[src/rtl/myriadrf_pkg.sv]
// Shared types and helpers for the MyriadRF sample-stream framers.
// Holds the framer state encoding, the I/Q packing helper and channel-width constants.
package myriadrf_pkg;

   localparam int MAX_NCH = 4;
   localparam int CHW_MAX = $clog2(MAX_NCH);

   typedef enum logic [1:0] {
      SEARCH = 2'd0,
      GET_I  = 2'd1,
      GET_Q  = 2'd2,
      GET_I0 = 2'd3
   } state_t;

   // Bit-sliced so it works for any sample width: returns {upper, lower} for one bit position.
   function automatic logic [1:0] pack_iq_bit(input logic i_bit, input logic q_bit,
                                              input logic swap);
      return swap ? {i_bit, q_bit} : {q_bit, i_bit};
   endfunction

endpackage

[src/rtl/myriadrf_stream_outreg.sv]
// Single-entry ready/valid output register that drops and counts words arriving while full.
// Shared between the RX and TX sample paths.
module myriadrf_stream_outreg #(
   parameter int W  = 8,
   parameter int CW = 16
) (
   input  logic          clk,
   input  logic          rst_n,
   input  logic          clr,
   input  logic [W-1:0]  in_data,
   input  logic          in_valid,
   output logic [W-1:0]  out_data,
   output logic          out_valid,
   input  logic          out_ready,
   output logic [CW-1:0] drop_cnt
);

   // Handshake: a word transfers on any edge where out_valid & out_ready; while out_valid is
   // high without ready, out_data is frozen and any new in_valid word is dropped and counted.
   logic load;
   logic drop;

   assign load = in_valid & (~out_valid | out_ready);
   assign drop = in_valid & out_valid & ~out_ready;

   always_ff @(posedge clk or negedge rst_n) begin
      if (!rst_n) begin
         out_data  <= '0;
         out_valid <= 1'b0;
         drop_cnt  <= '0;
      end else begin
         if (load) begin
            out_data  <= in_data;
            out_valid <= 1'b1;
         end else if (out_ready) begin
            out_valid <= 1'b0;
         end
         if (clr) begin
            drop_cnt <= '0;
         end else if (drop && (drop_cnt != {CW{1'b1}})) begin
            drop_cnt <= drop_cnt + CW'(1);
         end
      end
   end

endmodule

[src/rtl/myriadrf_rx_framer.sv]
// Multi-channel RX framer: aligns the interleaved I/Q bus to frame sync, decimates by whole
// frames and emits one tagged {Q,I} word per channel on a ready/valid stream.
module myriadrf_rx_framer
   import myriadrf_pkg::*;
#(
   parameter int SW  = 12,
   parameter int NCH = 2,
   parameter int CHW = CHW_MAX,
   parameter int CW  = 16,
   parameter int DW  = 8
) (
   input  logic              clk,
   input  logic              rst_n,
   input  logic              enable_i,
   input  logic              iq_swap_i,
   input  logic [DW-1:0]     decim_i,
   input  logic              clr_i,
   input  logic [SW-1:0]     rxd,
   input  logic              rxiqsel,
   input  logic              rx_fsync,
   output logic [2*SW-1:0]   m_data_o,
   output logic [CHW-1:0]    m_chan_o,
   output logic              m_last_o,
   output logic              m_valid_o,
   input  logic              m_ready_i,
   output logic [CW-1:0]     ovf_cnt_o,
   output logic              sync_err_o,
   output logic              locked_o
);

   localparam logic [CHW-1:0] LAST_CHAN = CHW'(NCH - 1);
   localparam int             PW        = CHW + 1 + 2 * SW;

   state_t          state, state_nxt;
   logic [CHW-1:0]  chan, chan_nxt;
   logic [SW-1:0]   hold_i, hold_i_nxt;
   logic            keep, keep_nxt;
   logic [DW-1:0]   dec_cnt, dec_cnt_nxt;
   logic [DW-1:0]   decim_lat, decim_lat_nxt;
   logic [DW-1:0]   dec_step;
   logic            sync_err;
   logic            locked;

   logic            entry;
   logic            in_sync;
   logic            word_due;
   logic            err_set;
   logic [2*SW-1:0] word;
   logic [PW-1:0]   payload;
   logic [PW-1:0]   out_payload;

   assign entry    = enable_i & rx_fsync & rxiqsel;
   assign dec_step = (dec_cnt == decim_lat) ? '0 : dec_cnt + DW'(1);

   // State register
   always_ff @(posedge clk or negedge rst_n) begin
      if (!rst_n) begin
         state     <= SEARCH;
         chan      <= '0;
         hold_i    <= '0;
         keep      <= 1'b0;
         dec_cnt   <= '0;
         decim_lat <= '0;
         sync_err  <= 1'b0;
         locked    <= 1'b0;
      end else begin
         state     <= state_nxt;
         chan      <= chan_nxt;
         hold_i    <= hold_i_nxt;
         keep      <= keep_nxt;
         dec_cnt   <= dec_cnt_nxt;
         decim_lat <= decim_lat_nxt;
         locked    <= (state_nxt != SEARCH);
         if (clr_i) begin
            sync_err <= 1'b0;
         end else if (err_set) begin
            sync_err <= 1'b1;
         end
      end
   end

   // Next-state logic; a mismatch that is itself a valid frame start re-locks immediately.
   always_comb begin
      state_nxt     = state;
      chan_nxt      = chan;
      hold_i_nxt    = hold_i;
      keep_nxt      = keep;
      dec_cnt_nxt   = dec_cnt;
      decim_lat_nxt = decim_lat;
      if (!enable_i) begin
         state_nxt = SEARCH;
      end else if ((state != SEARCH) && in_sync) begin
         case (state)
            GET_Q: begin
               if (chan == LAST_CHAN) begin
                  state_nxt = GET_I0;
               end else begin
                  chan_nxt  = chan + CHW'(1);
                  state_nxt = GET_I;
               end
            end
            GET_I: begin
               hold_i_nxt = rxd;
               state_nxt  = GET_Q;
            end
            GET_I0: begin
               hold_i_nxt    = rxd;
               chan_nxt      = '0;
               dec_cnt_nxt   = dec_step;
               keep_nxt      = (dec_step == '0);
               decim_lat_nxt = decim_i;
               state_nxt     = GET_Q;
            end
            default: state_nxt = SEARCH;
         endcase
      end else if (entry) begin
         hold_i_nxt    = rxd;
         chan_nxt      = '0;
         keep_nxt      = (dec_cnt == '0);
         decim_lat_nxt = decim_i;
         state_nxt     = GET_Q;
      end else begin
         state_nxt = SEARCH;
      end
   end

   // Output logic
   always_comb begin
      in_sync  = 1'b0;
      word_due = 1'b0;
      err_set  = 1'b0;
      case (state)
         GET_Q:   in_sync = ~rxiqsel;
         GET_I:   in_sync = rxiqsel & ~rx_fsync;
         GET_I0:  in_sync = rxiqsel & rx_fsync;
         default: in_sync = 1'b0;
      endcase
      if (enable_i && (state != SEARCH)) begin
         word_due = (state == GET_Q) & in_sync & keep;
         err_set  = ~in_sync;
      end
   end

   for (genvar b = 0; b < SW; b++) begin : g_pack
      assign {word[b + SW], word[b]} = pack_iq_bit(hold_i[b], rxd[b], iq_swap_i);
   end

   assign payload = {chan, (chan == LAST_CHAN), word};

   myriadrf_stream_outreg #(
      .W  (PW),
      .CW (CW)
   ) u_outreg (
      .clk       (clk),
      .rst_n     (rst_n),
      .clr       (clr_i),
      .in_data   (payload),
      .in_valid  (word_due),
      .out_data  (out_payload),
      .out_valid (m_valid_o),
      .out_ready (m_ready_i),
      .drop_cnt  (ovf_cnt_o)
   );

   assign {m_chan_o, m_last_o, m_data_o} = out_payload;
   assign sync_err_o = sync_err;
   assign locked_o   = locked;

endmodule

[config.mk]
export PLATFORM = sky130hd
export DESIGN_NAME = myriadrf_rx_framer
export DESIGN_NICKNAME = d
export VERILOG_FILES = /design/src/rtl/myriadrf_pkg.sv /design/src/rtl/myriadrf_stream_outreg.sv /design/src/rtl/myriadrf_rx_framer.sv
export SDC_FILE = /design/constraint.sdc
export NUM_CORES = 1
export LEC_CHECK = 0
export ABC_AREA = 1
export ABC_CLOCK_PERIOD_IN_PS = 2100
export CORE_MARGIN = 4
export CORE_UTILIZATION = 30
export CTS_CLUSTER_DIAMETER = 100
export DETAILED_ROUTE_END_ITERATION = 7
export GPL_TIMING_DRIVEN = 0
export PLACE_DENSITY = 0.63
export SYNTH_ARGS = -nofsm -noshare
export SYNTH_HDL_FRONTEND = slang
export SYNTH_HIERARCHICAL = 1
export SYNTH_SLANG_ARGS = --single-unit
[constraint.sdc]
create_clock -name clk -period 2.1 [get_ports clk]
set_input_delay 0.21 -clock clk [delete_from_list [all_inputs] [get_ports clk]]
set_output_delay 0.21 -clock clk [all_outputs]
set_load 0.02 [all_outputs]
==> Word level (Yosys, flattened, before mapping) <==
Index checks and enable logic that the tools add are counted.
{ "op_classes": {"addsub": 3, "bitwise": 15, "n_reduce_logical": 16, "n_eq_ne": 10, "mux": 40} }
{ "ops": {"columns": ["cell", "n"], "rows": [
  ["2-bit 2-to-1 mux", 19],
  ["12-bit 2-to-1 mux", 3],
  ["16-bit 2-to-1 mux", 2],
  ["8-bit 2-to-1 mux", 4],
  ["16-bit by 1-bit adder with 16-bit output (second input constant)", 1],
  ["8-bit zero test", 2],
  ["16-bit != test (second input constant)", 1],
  ["2-bit nonzero test", 6],
  ["1-bit bitwise AND", 9],
  ["1-bit 2-to-1 mux", 9],
  ["3-bit AND reduction", 3],
  ["8-bit by 1-bit adder with 8-bit output (second input constant)", 1],
  ["8-bit == test", 1],
  ["2-bit case mux with 2 select lines", 2],
  ["1-bit NOT", 5],
  ["2-bit by 1-bit == test with 1-bit output (second input constant)", 2],
  ["2-bit == test (second input constant)", 2],
  ["4-bit AND reduction", 1],
  ["1-bit logical AND", 3],
  ["3-bit by 1-bit != test with 1-bit output (second input constant)", 1],
  ["3-bit != test (second input constant)", 1],
  ["1-bit case mux with 3 select lines", 1],
  ["2-bit by 1-bit adder with 2-bit output (second input constant)", 1],
  ["2-bit by 1-bit != test with 1-bit output (second input constant)", 1],
  ["3 further kinds", 3]
]} }
{ "totals": {"register_bits": 79, "out_inout_bits": 46, "wordCells": 95} }

==> Logic depth before layout (Yosys ltp) <==
Gate-level depths: netlist of run 1.
{ "logic_depth": {"ltp_word": 11, "depth_mapped": 11, "mapped_depth_nobuf": 11} }

==> Cells and area by module <==
The synthesis of run 1 kept the hierarchy.
{ "by_module_without_submodules": {"columns": ["module", "cells_per_inst", "area_each_um2", "seq_area_each_um2", "instances"], "rows": [
  ["myriadrf_stream_outreg", 210, 2059.5, 1101.1, 1],
  ["myriadrf_rx_framer", 272, 1983.2, 875.8, 1]
]} }

==> Worst setup path before layout of run 1 <==
Ideal clock, no wire load.
{ "synth_timing": {"path_kind": "reg-to-reg", "startpoint": "reg state[0]", "endpoint": "reg u_outreg.out_data[15]", "required_ns": 1.972, "setup_ns": 0.128, "slack_ns": 0.319, "t_arrival_ns": 1.654, "n_path_buf": 1, "synth_period_minus_slack_ns": 1.781, "path_stages_with_launch": 7, "cell_sequence": "dfrtp_1 -> nor2_1 -> nand2_1 -> nor3_1 -> nand2_1 -> buf_2 -> mux2_1"} }
{ "synth_via": {"elab_chain_cells": 6, "elab_cells_between_ends": 10} }
{ "synth_rtl": {"columns": ["element", "line_no", "rtl"], "rows": [
  ["start, declared", "myriadrf_rx_framer.sv:34", "state_t state, state_nxt;"],
  ["start signal, assigned", "myriadrf_rx_framer.sv:67", "state <= state_nxt;"],
  ["2-bit == test (tied with other cells)", "myriadrf_rx_framer.sv:132", "case (state)"],
  ["1-bit case mux with 3 select lines", "myriadrf_rx_framer.sv:132", null],
  ["1-bit bitwise AND (2 in a row)", "myriadrf_rx_framer.sv:139", "word_due = (state == GET_Q) & in_sync & keep;"],
  ["1-bit 2-to-1 mux *", "myriadrf_rx_framer.sv:138", "if (enable_i && (state != SEARCH)) begin"],
  ["named net word_due", "myriadrf_rx_framer.sv:46", "logic word_due;"],
  ["1-bit bitwise AND *", "myriadrf_stream_outreg.sv:23", "assign load = in_valid & (~out_valid | out_ready);"],
  ["end signal, assigned", "myriadrf_stream_outreg.sv:33", "out_data <= in_data;"],
  ["end, declared", "myriadrf_stream_outreg.sv:12", "output logic [W-1:0] out_data,"]
]} }
The timed path passes the listed nets; every way through them passes the cells marked *.
A chain may end at the register's enable or synchronous reset.

==> Worst setup path after layout of run 1 <==
{ "layout_timing": {"startpoint": "reg state[1]", "endpoint": "reg u_outreg.out_data[7]"} }
The elaborated chain is that of the path after synthesis.

==> impl_results.md, run 1 <==
- Status: finished, final reports clean
- CP startpoint: state[1]$_DFF_PN0_
- Sw Share: between 20% and 30%
- Tot Pwr: 4570 uW
- TNS Setup: 0 ns
- GRT Total Usage: 13.8%
- PD cells: roughly 850 nW/um^2
- Pleak: about 0.0025 uW
- Logic pwr share: between 20% and 30%
- Top-area cell type share of the netlist area: ~50%
- Ant. Diodes: 0
- CTS root buf: clkbuf_16
- DP Cell Count: 731
- Clock Power Share: 34.0%
- CTS sink count: slightly below 80
- Post-synth top area cell: dfrtp_1
- F_max: 524 MHz
- Starting Density: 30.5%
- # H-tree levels: 3
- RD Place Congestion: 0.859
- Post-route insts no fill: 750
- 1st-pass router iterations: 5
- Overflow after GRT: 0
- Antenna violations before repair: 0
- Mapped cell area: 4040 um^2
- Max transition margin: 62.3%
- Share of layout cells above drive strength 1: 10.8%
- Worst Max-Slew Pin Slew: 0.566 ns
- R2r endpoint: u_outreg/out_data[7]$_DFFE_PN0P_
- Crit Path Max Fanout: 10
- Via/cell ratio: 4.68
- Worst Setup EP: u_outreg/out_data[7]$_DFFE_PN0P_
- Syn Area/Cell: ~8.4 um^2
- Syn_nets: 514
- Critical path type: flop to flop
- HPWL after detailed placement: 7.38 mm
- CTS Buffer Depth: 2
- Crit end category: flop
- Setup WS post-layout: 0.190 ns
- Net switching power: 1320 uW
- Post-synth EDFFs: 0
- CTS tree: done
- Register-to-Register Path Depth: 5
- Most frequent cells in the layout: nand2_1 (131), dfrtp_1 (79), clkdlybuf4s50_1 (71), inv_1 (47), nor2_1 (43)
- Placement Setup Slack: -0.539 ns
- VDD IR-drop max: 469 uV
- Fill cells: between 1000 and 1500
- R2R setup slack: ~0.19 ns
- Final Setup Violations: 0
- Seq/Total Area, Yosys: between 40% and 50%
- Reg power frac: 42.5%
- Largest net degree at the start of global routing: 62
- Cell count after synthesis: 482
- Routed wire per std cell: between 10 and 15 um
- Synth unique cells: 33
- # rows: between 40 and 50
- DR vias: 3509
- Required time of the critical path: between 2 and 2.5 ns
- Register bit total from synthesis: 79
- ANT nets after route: 0
- Tcrit/Tclk final: 91.0%
- Hold Path Class: input port to async pin
- Die ar.: 15400 um^2
- YS warnings: 6
- Die Wd: 124 um
- Final clock skew: 0.00475 ns
- Area grow syn2layout: 32.6%
- Ys async rst share: 100%
- 1st-iter DRT viols: around 160
- FF-to-FF Start: state[1]$_DFF_PN0_
- Pint: 3250 uW
- Fin crit period: between 1.5 and 2 ns
- Later-pin clock latency in the skew report: 0.34 ns
- DRC Markers: 0
- First-pass GRT wire length: 16.6 mm
- Ports: between 70 and 80
- Slew Limit Fails: 0
- Max cap viols: 0
- Startpoint Class: flop
- Synth top area cells: dfrtp_1 (49%), nand2_1 (12%), mux2_2 (4.7%), o21ai_0 (4.7%), inv_1 (4.4%)
- CTS clk-pin slew, worst paths: 0.06 ns
- Die H: 124 um
- Final WL: 9.88 mm
- Num CTS Buffers: 9
- RSZ-0062 raised after global routing: false
- Final hold vios: 0
- Arr. time, crit path: 2.13 ns
- IO buf count: 72
- Core Region: 13200 um^2
- Ys flop type: dfrtp_1
- # nets final: between 600 and 700
- Commonest non-fill, non-tap cell in the layout: nand2_1
- Number of global-route vias before repair: ~3400
critical path, cell delays in order, from the launching register on:
cell     delay, ns
dfrtp_1       0.44
o21ai_0       0.39
nor3_4        0.10
nand2_4       0.17
buf_2         0.31
mux2_2        0.37
routing by layer:
metal  routed length (um)  share of wire [%]  track usage, %
met1                 4280                 43            16.5
met2                 4970                 50            23.5
met3                  491                5.0            4.45
met4                  139                1.4            4.24
met5                    0                  0               0
final cells by class:
cell class	instances	area [um^2]	share of cell area, %
plain buffers	15	87.6	1.63
clock buffers	10	239	4.46
clock inverters	6	58.8	1.10
inverters	49	184	3.43
multi-input cells	339	1820	34.0
flip-flops and latches	79	1980	36.9
well taps	176	220	4.11
repair buffers	76	771	14.4
worst min-delay path by stage:
stage,start,endpoint,slack (ns),cells past startpoint
3_3_place_gp,decim_lat[3]$_DFFE_PN0P_,decim_lat[3]$_DFFE_PN0P_,0.48,2
4_1_cts,rst_n,state[0]$_DFF_PN0_,0.29,2
5_1_grt,rst_n,u_outreg/out_data[10]$_DFFE_PN0P_,0.32,2
2_1_floorplan,rst_n,chan[0]$_DFFE_PN0P_,-0.09,0
6_report,rst_n,state[0]$_DFF_PN0_,0.29,2
3_5_place_dp,rst_n,u_outreg/out_data[10]$_DFFE_PN0P_,0.11,1
power groups by stage:
| stage | clock [uW] | combinational [uW] | sequential, uW |
|---|---|---|---|
| finish | 1550 | 1070 | 1940 |
| global route | 1670 | 1180 | 1980 |
| CTS | 1600 | 1090 | 1940 |
| detailed placement | 0 | 1080 | 1970 |
| global placement | 0 | 1050 | 1960 |
| floorplan | 0 | 414 | 2110 |
synth_stat cells, types with 3 or more instances:
cell and instances:
a21oi_1 26, buf_2 4, buf_6 3, clkbuf_1 6
dfrtp_1 79, ha_1 4, inv_1 47, mux2_1 10
mux2_2 17, nand2_1 133, nand2_2 3, nand3_1 19
nand4_1 13, nor2_1 43, nor2_4 3, nor3_1 4
o21ai_0 38, o22ai_1 3, xnor2_1 5, xor2_1 6
stage by stage:
stage / area [um^2] / hold WS [ns] / utilization [%]
after floorplan: 4040 / -0.0856 / -
after global placement: 4980 / 0.478 / 37.6
after detailed placement: 5010 / 0.109 / 37.8
after CTS: 5320 / 0.289 / 40.2
after global routing: 5360 / 0.324 / 40.5
final: 5360 / 0.294 / 40.5
cell families after synthesis:
logic type               after synthesis  share of synthesized area (%)
adder cells (fa/ha/maj)                4                           1.24
AND/OR/NAND/NOR                      225                           23.8
multiplexers                          27                           7.52
buffers and inverters                 64                           6.65
AO/OA/AOI/OAI                         72                           9.53
XOR/XNOR                              11                           2.38
flip-flops                            79                           48.9
sequential cells by signal, summed over array words and instances, names as in the netlist, 2 cells and up:
name	flops
chan	2
dec_cnt	8
decim_lat	8
hold_i	12
state	2
u_outreg/drop_cnt	16
u_outreg/out_data	27
timing repair:
item                                    in CTS  in global routing
resized for setup                            2                  5
pin swaps                                    0                  2
hold buffers                                 1                  0
endpoints found under the setup margin      33                 33
endpoints found under the hold margin       18                  0
buffers inserted                             0                  2
Power figures use the tool's default switching activity.
==> inputs of run 2 (changes only) <==
==> constraint.sdc (replaced) <==
create_clock -name clk -period 2.1 [get_ports clk]
set_input_delay 0.21 -clock clk [delete_from_list [all_inputs] [get_ports clk]]
set_output_delay 0.21 -clock clk [all_outputs]
set_load 0.005 [all_outputs]
==> results of run 2 <==
Same layout as run 1 (identical final DEF). Status: finished, final reports clean.
Main changes from that run: total power 4570 uW -> 4390 uW
==> inputs of run 3 (changes only) <==
--- a/config.mk
+++ b/config.mk
@@ -7,12 +7,13 @@
 export LEC_CHECK = 0
 export ABC_AREA = 1
 export ABC_CLOCK_PERIOD_IN_PS = 2100
+export CORE_ASPECT_RATIO = 1.4
 export CORE_MARGIN = 4
-export CORE_UTILIZATION = 30
+export CORE_UTILIZATION = 53
 export CTS_CLUSTER_DIAMETER = 100
 export DETAILED_ROUTE_END_ITERATION = 7
 export GPL_TIMING_DRIVEN = 0
-export PLACE_DENSITY = 0.63
+export PLACE_DENSITY = 0.93
 export SYNTH_ARGS = -nofsm -noshare
 export SYNTH_HDL_FRONTEND = slang
 export SYNTH_HIERARCHICAL = 1
==> impl_results.md, run 3 (synthesis results as in run 1) <==
- Status: finished, final reports clean
- CTS clk-pin slew, worst paths: 0.08 ns
- Commonest non-fill, non-tap cell in the layout: nand2_1
- 1st-pass router iterations: 5
- RD Place Congestion: 0.893
- Ant. Diodes: 0
- Max FFs per register: 27
- HPWL after detailed placement: 7.00 mm
- Ports: 74
- Die H: ~110 um
- Crit end category: flop
- CTS tree: done
- TNS Setup: 0 ns
- Critical path type: flop to flop
- Final clock skew: just over 0.007 ns
- Final Setup Violations: 0
- Startpoint Class: flop
- Largest reg by FF count: u_outreg/out_data
- Antenna violations before repair: 0
- F_max: 521 MHz
- Via/cell ratio: ~5.3
- Arr. time, crit path: roughly 2.2 ns
- Setup bufs post-CTS: 0
- Final hold vios: 0
- Crit Path Max Fanout: 10
- Slew Limit Fails: 0
- Die Wd: 81.8 um
- Core Region: approximately 7400 um^2
- # H-tree levels: 3
- Finished Cell Area: ~5100 um^2
- PD cells: 767 nW/um^2
- CTS Buffer Depth: 2
- VDD IR-drop max: 442 uV
- Number of global-route vias before repair: 3552
- Fill cells: 560
- IO buf count: 72
- Largest net degree at the start of global routing: 71
- Pleak: 0.00243 uW
- DP Cell Count: roughly 650
- 1st-iter DRT viols: 251
- Required time of the critical path: approximately 2.3 ns
- CTS root buf: clkbuf_8
- RSZ-0062 raised after global routing: false
- Routed wire per std cell: about 15 um
- Final WL: between 9 and 10 mm
- Starting Density: a little over half
- Worst Max-Slew Pin Slew: between 0.4 and 0.5 ns
- CTS sink count: 79
- Max transition margin: roughly 68%
- Hold Path Class: input port to async pin
- ANT nets after route: 0
- # rows: 37
- Later-pin clock latency in the skew report: 0.36 ns
- Most frequent cells in the layout: nand2_1 (132), dfrtp_1 (79), clkdlybuf4s50_1 (71), inv_1 (47), nor2_1 (43)
- # nets final: 599
- GRT Total Usage: 23.1%
- Placed instance area: a little under 5000 um^2
- Share of layout cells above drive strength 1: 9.65%
- Overflow after GRT: 0
- Num CTS Buffers: 9
- Tcrit/Tclk final: 91.4%
- DR vias: 3558
- Max cap viols: 0
- Tot Pwr: approximately 4000 uW
- Fin crit period: 1.92 ns
- First-pass GRT wire length: 16.4 mm
- Area grow syn2layout: 26.6%
- Regs by FF count: u_outreg/out_data (27), u_outreg/drop_cnt (16), hold_i (12)
- Post-route insts no fill: about 670
- DRC Markers: 0
- Die ar.: 9110 um^2
-- run 3: timing repair --
item | CTS | global route
setup endpoints to repair | 19 | 17
hold endpoints to repair | 79 | 0
gates resized for setup | 2 | 4
hold buffers | 1 | 0
-- run 3: worst max-delay path: stages (launching register included) --
cell     delay [ns]
dfrtp_1        0.41
nor2_1         0.11
nand2_1        0.17
nor3_4         0.26
nand2_2        0.23
buf_2          0.28
mux2_1         0.35
-- run 3: per-stage QoR --
| step | util (%) | hold slack [ns] | worst slack [ns] |
|---|---|---|---|
| 3_3_place_gp | 65.9 | 0.476 | -1.82 |
| 5_1_grt | 69.1 | 0.246 | 0.0291 |
| 2_1_floorplan | - | -0.0856 | 0.319 |
| 6_report | 69.1 | 0.220 | 0.181 |
| 3_5_place_dp | 66.3 | 0.0607 | -0.399 |
| 4_1_cts | 68.9 | 0.214 | 0.119 |
-- run 3: routing by layer --
| metal | wire [um] | GRT usage (%) | up-vias |
|---|---|---|---|
| met3 | 460 | 4.37 | 20 |
| met1 | 4020 | 28.8 | 1713 |
| met2 | 4980 | 37.9 | 94 |
| li1 | - | - | 1731 |
| met5 | 0 | 0 | - |
| met4 | 278 | 11.0 | 0 |
-- run 3: final cells by class --
cell class	instances	area, um^2	share of cell area, %
Buffer	15	87.6	1.71
Clock buffer	11	131	2.57
Clock inverter	3	46.3	0.904
Inverter	49	184	3.59
Multi-Input combinational cell	339	1820	35.5
Sequential cell	79	1980	38.6
Tap cell	97	121	2.37
Timing Repair Buffer	74	756	14.8
-- run 3: power by group --
group / internal (uW) / switching [uW] / total, uW
clock: 539 / 542 / 1080
sequential: 1770 / 167 / 1940
combinational: 523 / 383 / 906
total: 2830 / 1090 / 3930
-- run 3: worst paths after layout --
kind                                        startpoint                           endpoint  slack [ns]  cells past startpoint
min in group clk                            decim_i[6]           decim_lat[6]$_DFFE_PN0P_        0.38                      3
max in group asynchronous                        rst_n           decim_lat[2]$_DFFE_PN0P_        1.31                      3
worst max register to register      state[0]$_DFF_PN0_  u_outreg/out_data[24]$_DFFE_PN0P_        0.18                      6
worst min-delay path                             rst_n   u_outreg/out_data[0]$_DFFE_PN0P_        0.22                      2
worst min register to register  sync_err_o$_DFFE_PN0P_             sync_err_o$_DFFE_PN0P_        0.50                      2
worst max-delay path                state[0]$_DFF_PN0_  u_outreg/out_data[24]$_DFFE_PN0P_        0.18                      6
